==> src/rtl/addsub_seq_pkg.sv <==
// Shared types and constants for the byte-serial add/subtract controller.
package addsub_seq_pkg;

  typedef enum logic [1:0] {
    IDLE = 2'd0,
    RUN  = 2'd1,
    DONE = 2'd2
  } state_e;

  localparam int ADDSUB_SEQ_NBYTES_DEF = 4;

  // Byte index width; a single-byte build still needs a 1-bit counter.
  function automatic int idx_width(input int nbytes);
    return (nbytes > 1) ? $clog2(nbytes) : 1;
  endfunction

endpackage

==> src/rtl/addsub_seq_addsub8.sv <==
// 8-bit add/subtract slice: sum = a + (sub ? ~b : b) + cin.
module addsub8 (
  input  logic [7:0] a,
  input  logic [7:0] b,
  input  logic       sub,
  input  logic       cin,
  output logic [7:0] sum,
  output logic       cout
);

  logic [7:0] b_eff;

  assign b_eff       = sub ? ~b : b;
  assign {cout, sum} = {1'b0, a} + {1'b0, b_eff} + {8'd0, cin};

endmodule

==> src/rtl/addsub_seq.sv <==
// Byte-serial W-bit add/subtract/compare using one addsub8 slice, LSB first.
// Compare flags are built only when ADDSUB_SEQ_FLAGS_EN is defined.
//
// state | meaning
// IDLE  | ready, waiting for start; result/cout/flags hold
// RUN   | one byte per cycle through the slice, idx 0..NBYTES-1
// DONE  | one-cycle done pulse, then back to IDLE
module addsub_seq
  import addsub_seq_pkg::*;
#(
  parameter int NBYTES = ADDSUB_SEQ_NBYTES_DEF
) (
  input  logic                clk,
  input  logic                resetn,
  input  logic                start,
  input  logic                sub,
  input  logic [8*NBYTES-1:0] a,
  input  logic [8*NBYTES-1:0] b,
  output logic                ready,
  output logic                done,
  output logic [8*NBYTES-1:0] result,
  output logic                cout,
  output logic                zero,
  output logic                ovf,
  output logic                lt,
  output logic                ltu
);

  localparam int IW = idx_width(NBYTES);
  localparam logic [IW-1:0] IDX_LAST = IW'(NBYTES - 1);

  state_e                  state;
  logic [IW-1:0]           idx;
  logic                    carry;
  logic                    sub_q;
  logic                    cout_q;
  logic [NBYTES-1:0][7:0]  a_q;
  logic [NBYTES-1:0][7:0]  b_q;
  logic [NBYTES-1:0][7:0]  res_q;

  logic       s_cin;
  logic       s_cout;
  logic [7:0] s_sum;
  logic       last_byte;

  assign s_cin     = (idx == '0) ? sub_q : carry;
  assign last_byte = (idx == IDX_LAST);

  addsub8 u_slice (
    .a    (a_q[idx]),
    .b    (b_q[idx]),
    .sub  (sub_q),
    .cin  (s_cin),
    .sum  (s_sum),
    .cout (s_cout)
  );

  always_ff @(posedge clk or negedge resetn) begin
    if (!resetn) begin
      state  <= IDLE;
      idx    <= '0;
      carry  <= 1'b0;
      sub_q  <= 1'b0;
      cout_q <= 1'b0;
      a_q    <= '0;
      b_q    <= '0;
      res_q  <= '0;
    end else begin
      case (state)
        IDLE: begin
          if (start) begin
            a_q   <= a;
            b_q   <= b;
            sub_q <= sub;
            res_q <= '0;
            idx   <= '0;
            carry <= 1'b0;
            state <= RUN;
          end
        end
        RUN: begin
          res_q[idx] <= s_sum;
          carry      <= s_cout;
          // cout is captured with the MSB byte so it is valid alongside done
          if (last_byte) begin
            cout_q <= s_cout;
            state  <= DONE;
          end else begin
            idx <= idx + 1'b1;
          end
        end
        DONE:    state <= IDLE;
        default: state <= IDLE;
      endcase
    end
  end

  assign ready  = (state == IDLE);
  assign done   = (state == DONE);
  assign result = res_q;
  assign cout   = cout_q;

`ifdef ADDSUB_SEQ_FLAGS_EN
  logic zacc;
  logic zero_q;
  logic ovf_q;
  logic lt_q;
  logic ltu_q;
  logic b_msb_eff;
  logic ovf_next;

  assign b_msb_eff = b_q[NBYTES-1][7] ^ sub_q;
  assign ovf_next  = (a_q[NBYTES-1][7] == b_msb_eff) && (s_sum[7] != a_q[NBYTES-1][7]);

  // zero is an OR-accumulator over bytes, resolved with the MSB byte
  always_ff @(posedge clk or negedge resetn) begin
    if (!resetn) begin
      zacc   <= 1'b0;
      zero_q <= 1'b0;
      ovf_q  <= 1'b0;
      lt_q   <= 1'b0;
      ltu_q  <= 1'b0;
    end else if (state == IDLE && start) begin
      zacc <= 1'b0;
    end else if (state == RUN) begin
      zacc <= zacc | (|s_sum);
      if (last_byte) begin
        zero_q <= ~(zacc | (|s_sum));
        ovf_q  <= ovf_next;
        lt_q   <= s_sum[7] ^ ovf_next;
        ltu_q  <= ~s_cout;
      end
    end
  end

  assign zero = zero_q;
  assign ovf  = ovf_q;
  assign lt   = lt_q;
  assign ltu  = ltu_q;
`else
  assign zero = 1'b0;
  assign ovf  = 1'b0;
  assign lt   = 1'b0;
  assign ltu  = 1'b0;
`endif

endmodule

==> config.mk <==
export PLATFORM = sky130hd
export DESIGN_NAME = addsub_seq
export DESIGN_NICKNAME = d
export VERILOG_FILES = /design/src/rtl/addsub_seq_pkg.sv /design/src/rtl/addsub_seq_addsub8.sv /design/src/rtl/addsub_seq.sv
export SDC_FILE = /design/constraint.sdc
export NUM_CORES = 1
export LEC_CHECK = 0
export ABC_AREA = 1
export BUFFER_PORTS_ARGS = -buffer_cell sky130_fd_sc_hd__buf_4
export CAP_MARGIN = 0
export CORE_UTILIZATION = 46
export CTS_CLUSTER_SIZE = 16
export DETAILED_ROUTE_END_ITERATION = 12
export MAX_ROUTING_LAYER = met4
export PLACE_DENSITY = 0.77
export SLEW_MARGIN = 20
export SYNTH_ARGS = -nofsm -noshare
export SYNTH_HDL_FRONTEND = slang
export SYNTH_SLANG_ARGS = --single-unit
==> constraint.sdc <==
create_clock -name clk -period 6 [get_ports clk]
set_clock_uncertainty 0.1 [all_clocks]
set_input_delay 0 -clock clk [delete_from_list [all_inputs] [get_ports clk]]
set_output_delay 0 -clock clk [all_outputs]
set_load 0.01 [all_outputs]
### After elaboration in Yosys (flattened, before gate mapping)

Index checks and enable logic that the tools add are counted.

| operators by class | value |
|---|---|
| $add $sub $neg | 3 |
| multipliers | 0 |
| div/mod/pow operators | 0 |
| magnitude comparators | 2 |
| equality and inequality tests | 6 |
| shift operators | 0 |
| muxes and demuxes | 19 |
| bitwise logic cells | 1 |
| reduce and logical (&&, ||, !) cells | 9 |

Operators by type and width:

| operator | count |
|---|---|
| $pmux 32 s2 | 1 |
| $bmux 8 s2 | 2 |
| $bwmux 32 | 1 |
| $mux 32 | 1 |
| $mux 8 | 4 |
| $demux 8 s2 | 1 |
| $add 8x8->9 | 1 |
| $add 9x1->9 | 1 |
| $mux 2 | 4 |
| $not 8->8 | 1 |
| $pmux 2 s2 | 2 |
| $reduce_and 2->1 | 4 |
| $ne 2x2->1 const B | 3 |
| $eq 2x2->1 const B | 2 |
| $logic_not 2->1 | 2 |
| $lt 2x3->1 const B | 1 |
| $reduce_and 3->1 | 1 |
| $add 2x1->2 const B | 1 |
| $eq 2x1->1 const B | 1 |
| $ge 2x1->1 const B | 1 |
| $mux 1 | 2 |
| $pmux 1 s2 | 1 |
| $reduce_bool 2->1 | 1 |
| $logic_and 1x1->1 | 1 |

| word-level totals | value |
|---|---|
| register bits | 103 |
| bits in latches | 0 |
| bits in writable memories | 0 |
| bits in read-only memories | 0 |
| bits of input ports | 68 |
| output and inout port bits | 39 |
| logic and storage cells | 57 |
| memories kept | 0 |

### Longest topological paths before layout

Gate-level depths: netlist of run 1.

| logic depth | value |
|---|---|
| depth in word-level cells | 8 |
| gate-level depth with buffers | 17 |
| depth with buffers taken out | 15 |

### Hierarchy

From an unflattened synthesis of run 1, not the netlist that was laid out.

| second synthesis, totals | value |
|---|---|
| cells, all modules | 717 |
| area, all modules | 5395.2 um^2 |

Modules (own cells, without submodules):

| module | instances | cells an instance | area each (um^2) | sequential area each (um^2) |
|---|---|---|---|---|
| addsub_seq | 1 | 638 | 4928.5 | 2577.5 |
| addsub8 | 1 | 79 | 466.7 | 0.0 |

### Worst setup path after synthesis of run 1

OpenSTA, ideal clock, no wires.

| timing path | value |
|---|---|
| kind | register to register |
| start point | register idx[1] |
| end point | register res_q, in the netlist result[14] |
| setup time | 0.118 ns |
| arrival time | 2.510 ns |
| data required time | 5.782 ns |
| setup slack | 3.273 ns |
| cell stages (with the launch flop) | 15 |
| path buffers | 2 |
| period minus slack after synthesis | 2.727 ns |
| path through | dfrtp_1 buf_2 clkinv_1 buf_2 ha_1 nor2_1 a21oi_1 fa_1 fa_1 nand2_1 nand2_1 nand3_1 nand3b_1 nand3_1 nand2_1 |

| on the way | value |
|---|---|
| word-level cells in the longest chain between the ends | 8 |
| elaborated cells on any way between the ends | 17 |
| those cells by class | add/sub (2); order compare (2); mux (10); bitwise (1); reduce/logical (2) |

Ends and longest elaborated chain:

| what | line | RTL |
|---|---|---|
| start, declared | addsub_seq.sv:33 | `logic [IW-1:0] idx;` |
| start signal, assigned | addsub_seq.sv:89 | `idx <= idx + 1'b1;` |
| $bmux 8 s2 | addsub_seq.sv:51 | `.b (b_q[idx]),` |
| $mux 8 (implied by the code) | addsub_seq.sv:51 |  |
| $not 8->8 | addsub_seq_addsub8.sv:13 | `assign b_eff = sub ? ~b : b;` |
| $mux 8 | addsub_seq_addsub8.sv:13 |  |
| $add 8x8->9 | addsub_seq_addsub8.sv:14 | `assign {cout, sum} = {1'b0, a} + {1'b0, b_eff} + {8'd0, cin};` |
| $add 9x1->9 | addsub_seq_addsub8.sv:14 |  |
| $bwmux 32 * | addsub_seq.sv:82 | `res_q[idx] <= s_sum;` |
| $pmux 32 s2 * | addsub_seq.sv:69 | `case (state)` |
| end signal, assigned by index | addsub_seq.sv:82 |  |
| end, declared | addsub_seq.sv:39 | `logic [NBYTES-1:0][7:0] res_q;` |

Every way passes the cells marked *; elsewhere a longest branch is shown, timed or not. The select of a mux whose other input is x is not followed.
A chain may end at the register's enable or synchronous reset.

### Worst setup path after layout of run 1

| timing path | value |
|---|---|
| start point | register idx[0] |
| end point | register res_q, in the netlist result[14] |

Same word-level chain as after synthesis.

==> results.sh, run 1 <==
export IMPL_num_rows=37
export IMPL_max_stage_delay_ns=1.04
export IMPL_status="finished, final reports clean"
export IMPL_dp_hpwl_um=8250
export IMPL_cp_buffers_inverters=1
export IMPL_worstPathRequired_ns=6.15
export IMPL_cts_root_buf="clkbuf_8"
export IMPL_cp_slowest_cell="dfrtp_1"
export IMPL_cts_buffers=9
export IMPL_cts_sinks=103
export IMPL_crit_family="adder cells"
export IMPL_core_mm2=0.0103
export IMPL_fin_crit_ns=3.72
export IMPL_hold_buffers=66
export IMPL_clock_path_buffers=2
export IMPL_io_pins=107
export IMPL_grt_usage_pct=25.0
export IMPL_power_mw=3.80
export IMPL_grt_pass1_vias=4594
export IMPL_antenna_cells=0
export IMPL_antenna_left=0
export IMPL_seq_area_frac_synth_pct=52.6
export IMPL_drt_iter0_drc=259
export IMPL_final_common_cell="nand2_1"
export IMPL_cp_max_fo=37
export IMPL_critPathCaptureType="flop"
export IMPL_ys_flop_type="dfrtp_1"
export IMPL_place_congestion=0.818
export IMPL_yosysWarnings=0
export IMPL_tritoncts="done"
export IMPL_async_reset_ff_share_pct=100
export IMPL_nets=851
export IMPL_vias=4562
export IMPL_critPathLaunchType="flop"
export IMPL_pre_cts_slack_ns=2.34
export IMPL_synth_seq_cells=103
export IMPL_dieArea_mm2=0.0111
export IMPL_arrival_ns=3.87
export IMPL_netlist_instances=615
export IMPL_synthTopCellsByArea="dfrtp_1, nand2_1, nand3_1"
export IMPL_wl_um=12500
export IMPL_setup_ws_ns=2.28
export IMPL_power_leakage_nw=3.55
export IMPL_slew_viol_final=0
export IMPL_syn2layout_area_growth_pct=33.3
export IMPL_overflow=0
export IMPL_viasPerCell=5.01
export IMPL_reg2reg_slack_ns=2.28
export IMPL_start_util_pct=47.4
export IMPL_grt_max_degree=73
export IMPL_layout_common_cells="nand2_1, dfrtp_1, buf_4"
export IMPL_die_h_um=105
export IMPL_synth_top_area_share_pct=52.6
export IMPL_critPathMostFrequentCell="nand2_1"
export IMPL_drc_errors=0
export IMPL_synth_distinct_cells=25
export IMPL_synth_area_per_cell_um2=7.96
export IMPL_max_cap_violations=0
export IMPL_wl_per_cell_um=13.8
export IMPL_max_vdd_ir_drop_uv=382
export IMPL_clk_latency_ns=0.37
export IMPL_hp_class="primary input to asynchronous set/reset pin"
export IMPL_die_w_um=105
export IMPL_rsz0062_at_grt="false"
export IMPL_grt_pass1_wl_um=21500
export IMPL_max_slew_margin_pct=30.1
export IMPL_hold_viol_final=0
export IMPL_path_clk_slew_ns=0.10
export IMPL_clock_fmax_mhz=269
export IMPL_synth_enable_flop_cells=0
export IMPL_synth_area_mm2=0.00490
export IMPL_port_buffers=102
export IMPL_tightest_slew_ns=1.05
export IMPL_yosysTopAreaCell="dfrtp_1"
export IMPL_final_layout_size_suffix_gt1_share_pct=17.6
export IMPL_drt_first_pass_iters=4
export IMPL_num_fill_cells=892
export IMPL_worstSetupPathType="flop to flop"
export IMPL_pwr_density_cell_mw_per_mm2=583
export IMPL_cts_resized=0
export IMPL_startpoint="idx[0]"
export IMPL_post_cts_setup_buffers=0
export IMPL_worstReg2RegStart="idx[0]"
export IMPL_antenna_found_initial=0
export IMPL_setup_viol=0
export IMPL_crit_chain="inv_2 -> ha_1 -> nor2_1 -> a21oi_1 -> fa_1 -> fa_1 -> nand2_1 -> nand2_1 -> nand3_1 -> nand3b_1 -> nand3_1 -> nand2_1"
export IMPL_htreeDepth=3
export IMPL_tns_ns=0
export IMPL_period_share_pct=62.0
cell usage after synthesis (2+ instances only):
master,count
nand2_1,326
dfrtp_1,103
nand3_1,35
o21ai_0,30
nor2_1,20
buf_2,13
inv_1,13
buf_4,11
ha_1,11
inv_2,11
xor2_1,9
o22ai_1,8
a21oi_1,5
nand2_2,4
buf_6,2
clkbuf_1,2
fa_1,2
or2_2,2
xnor2_1,2
worst paths after layout:
check,depth (start not counted),end
worst min-delay path,2,result[8]
max in group asynchronous,3,sub_q
min in group clk,4,a_q[27]
worst min register to register,2,result[3]
worst max register to register,12,result[14]
worst max-delay path,12,result[14]
area by class of cell:
type | count | area (µm²) | area share [%]
Timing Repair Buffer | 169 | 1430 | 22.0
Clock inverter | 5 | 66.3 | 1.02
Sequential cell | 103 | 2580 | 39.5
Multi-Input combinational cell | 462 | 2060 | 31.6
Inverter | 25 | 93.8 | 1.44
Clock buffer | 10 | 128 | 1.95
Tap cell | 136 | 170 | 2.61
per-stage QoR:
stage               util [%]  hold slack [ns]  instances  area, µm²
floorplan                  -           -0.396        618       4910
global placement        55.0          -0.0593        829       5680
detailed placement      55.0          -0.0512        829       5680
CTS                     63.3           0.0956        910       6530
global route            63.3            0.129        910       6530
finish                  63.3           0.0750        910       6530
report_power, final:
group / total [mW] / switching, mW / internal [mW]
combinational: 2.13 / 1.33 / 0.795
sequential: 1.23 / 0.232 / 1.00
clock: 0.441 / 0.244 / 0.197
total: 3.80 / 1.81 / 1.99
cell families (layout without fill, tap and decap cells):
logic type | count (synthesis) | in the layout | share of synthesized area [%]
AO/OA/AOI/OAI | 44 | 44 | 4.70
XOR/XNOR | 11 | 11 | 1.97
adder cells (fa/ha/maj) | 13 | 13 | 3.63
buffers and inverters | 53 | 209 | 5.54
flip-flops | 103 | 103 | 52.6
other | 1 | 4 | 0.0766
AND/OR/NAND/NOR | 390 | 390 | 31.5
routing by layer:
| metal | vias up | global-route usage [%] | wire length, µm |
|---|---|---|---|
| met4 | 0 | 6.14 | 177 |
| met3 | 20 | 3.68 | 612 |
| met5 | - | - | 0 |
| met1 | 2180 | 33.6 | 5710 |
| met2 | 150 | 40.2 | 6030 |
| li1 | 2212 | - | - |
state kept, by name (all words and copies together), names as in the netlist:
| signal | count |
|---|---|
| a_q | 32 |
| b_q | 32 |
| result | 32 |
| idx | 2 |
| state | 2 |
| carry | 1 |
| cout | 1 |
| sub_q | 1 |
worst register-to-register path: stages, from the launching register on:
cell      delay, ns
dfrtp_1        1.04
inv_2          0.50
ha_1           0.41
nor2_1         0.10
a21oi_1        0.06
fa_1           0.42
fa_1           0.42
nand2_1        0.09
nand2_1        0.07
nand3_1        0.09
nand3b_1       0.14
nand3_1        0.12
nand2_1        0.05
No activity file was read; power rests on OpenSTA's default activity.
==> run 2: changes to the inputs <==
==> constraint.sdc (replaced) <==
create_clock -name clk -period 3.85 [get_ports clk]
set_clock_uncertainty 0.1 [all_clocks]
set_input_delay 0 -clock clk [delete_from_list [all_inputs] [get_ports clk]]
set_output_delay 0 -clock clk [all_outputs]
set_load 0.01 [all_outputs]
==> run 2 against run 1 <==
  * Cell area about the same
  * Fmax up 16%
  * Flip-flop and latch count unchanged
  * Via count down 0.61%
  * Combinational power up 59%
  * Critical endpoint is now result[22]
  * Highest routed layer unchanged
==> results.sh, run 2 (same netlist as run 1, synthesis figures left out) <==
export IMPL_tightest_slew_ns=0.939
export IMPL_status="finished, final reports clean"
export IMPL_antenna_found_initial=0
export IMPL_pwr_density_cell_mw_per_mm2=897
export IMPL_clock_path_buffers=2
export IMPL_core_mm2=0.0103
export IMPL_max_stage_delay_ns=0.46
export IMPL_worstPathRequired_ns=4.01
export IMPL_startpoint="idx[1]"
export IMPL_fin_crit_ns=3.21
export IMPL_max_cap_violations=0
export IMPL_dp_cells=831
export IMPL_hold_viol_final=0
export IMPL_syn2layout_area_growth_pct=33.2
export IMPL_final_layout_size_suffix_gt1_share_pct=17.9
export IMPL_cp_buffers_inverters=2
export IMPL_hp_class="primary input to asynchronous set/reset pin"
export IMPL_clock_fmax_mhz=311
export IMPL_dieArea_mm2=0.0111
export IMPL_grt_max_degree=73
export IMPL_clk_latency_ns=0.37
export IMPL_vias=4534
export IMPL_htreeDepth=3
export IMPL_antenna_left=0
export IMPL_worstReg2RegStart="idx[1]"
export IMPL_slew_viol_final=0
export IMPL_die_w_um=105
export IMPL_grt_pass1_vias=4453
export IMPL_p_int_mw=3.05
export IMPL_power_mw=5.85
export IMPL_max_slew_margin_pct=37.4
export IMPL_stdcell_count=913
export IMPL_drc_errors=0
export IMPL_wl_per_cell_um=13.5
export IMPL_grt_pass1_wl_um=21200
export IMPL_cp_max_fo=19
export IMPL_rsz0062_at_grt="false"
export IMPL_grt_usage_pct=24.8
export IMPL_io_pins=107
export IMPL_cp_slowest_cell="clkinv_1"
export IMPL_tns_ns=0
export IMPL_cts_buffers=9
export IMPL_start_util_pct=47.4
export IMPL_switchingPower_mw=2.81
export IMPL_die_h_um=105
export IMPL_crit_family="adder cells"
export IMPL_max_vdd_ir_drop_uv=495
export IMPL_arrival_ns=3.37
export IMPL_cts_root_buf="clkbuf_8"
export IMPL_power_share_sequential_pct=31.6
export IMPL_final_common_cell="nand2_1"
export IMPL_wl_um=12300
export IMPL_worstSetupPathType="flop to flop"
export IMPL_period_share_pct=83.5
export IMPL_layout_common_cells="nand2_1, buf_4, dfrtp_1"
export IMPL_drt_iter0_drc=229
export IMPL_port_buffers=102
export IMPL_antenna_cells=0
export IMPL_critPathMostFrequentCell="nand2_1"
export IMPL_nets=853
export IMPL_drt_first_pass_iters=5
export IMPL_clockPowerShare_pct=10.4
export IMPL_num_rows=37
export IMPL_crit_chain="buf_4 -> clkinv_1 -> ha_1 -> nor2_1 -> a21oi_1 -> fa_1 -> fa_1 -> nand2_1 -> nand2_1 -> nand3_1 -> nand3b_1 -> nand3_1 -> nand2_1"
export IMPL_overflow=0
export IMPL_swShare_pct=47.9
export IMPL_tritoncts="done"
export IMPL_place_congestion=0.831
export IMPL_power_frac_comb_pct=58.0
export IMPL_critPathCaptureType="flop"
export IMPL_critPathLaunchType="flop"
export IMPL_dp_hpwl_um=8040
export IMPL_cts_sinks=103
export IMPL_cts_resized=0
export IMPL_power_leakage_nw=3.55
export IMPL_setup_viol=0
export IMPL_viasPerCell=4.97
export IMPL_path_clk_slew_ns=0.10
export IMPL_hold_slack_ns=0.185
-- run 2: cell count changes in the layout (fill, tap and decap cells not counted) --
cell | previous run | this run
buf_4 | 103 | 105
clkinv_2 | 0 | 2
inv_6 | 2 | 0
clkinv_4 | 0 | 2
bufinv_16 | 1 | 0
-- run 2: final timing paths --
check                                   to  slack (ns)  cells past startpoint
worst max register to register  result[22]        0.64                     13
min in group clk                   b_q[30]        0.27                      4
max in group asynchronous       result[28]        2.54                      3
worst min register to register  result[29]        0.39                      2
worst max-delay path            result[22]        0.64                     13
worst min-delay path            result[24]        0.19                      2
-- run 2: layout make-up --
cell class                 count  area [µm²]
clock inverter                 6        46.3
tap                          136         170
multi-input combinational    462        2060
fill                         854        3800
inverter                      25        93.8
sequential                   103        2580
clock buffer                  10         128
timing repair buffer         171        1450
-- run 2: timing repair --
item,in CTS,in global routing
hold buffers,66,0
setup buffers,0,0
hold endpoints to repair,136,0
-- run 2: stage by stage --
| step | util, % | worst slack, ns | instance area [µm²] |
|---|---|---|---|
| after floorplan | - | 1.12 | 4910 |
| after global placement | 55.1 | 0.777 | 5690 |
| after detailed placement | 55.1 | 0.676 | 5690 |
| after CTS | 63.2 | 0.656 | 6530 |
| after global routing | 63.2 | 0.367 | 6530 |
| final | 63.2 | 0.635 | 6530 |
-- run 2: worst reg2reg max path, stage by stage (launching register included) --
cell      delay [ns]
dfrtp_1         0.34
buf_4           0.21
clkinv_1        0.46
ha_1            0.42
nor2_1          0.11
a21oi_1         0.06
fa_1            0.43
fa_1            0.42
nand2_1         0.09
nand2_1         0.07
nand3_1         0.09
nand3b_1        0.14
nand3_1         0.12
nand2_1         0.05
-- run 2: power by group through the flow --
stage                     sequential (mW)  clock, mW  combinational [mW]
after CTS                            1.85      0.622                3.37
after detailed placement             1.86          0                3.31
after global placement               1.85          0                3.22
final                                1.85      0.610                3.39
after floorplan                      1.83          0                2.42
after global routing                 1.90      0.665                3.90
-- run 2: per-layer routing --
| metal | track usage, % | share of wire [%] | wire length (µm) | vias to the layer above |
|---|---|---|---|---|
| li1 | - | - | - | 2220 |
| met1 | 34.3 | 46 | 5660 | 2123 |
| met2 | 38.0 | 47 | 5730 | 174 |
| met5 | - | 0 | 0 | - |
| met4 | 6.54 | 1.7 | 210 | 0 |
| met3 | 4.05 | 5.8 | 715 | 17 |
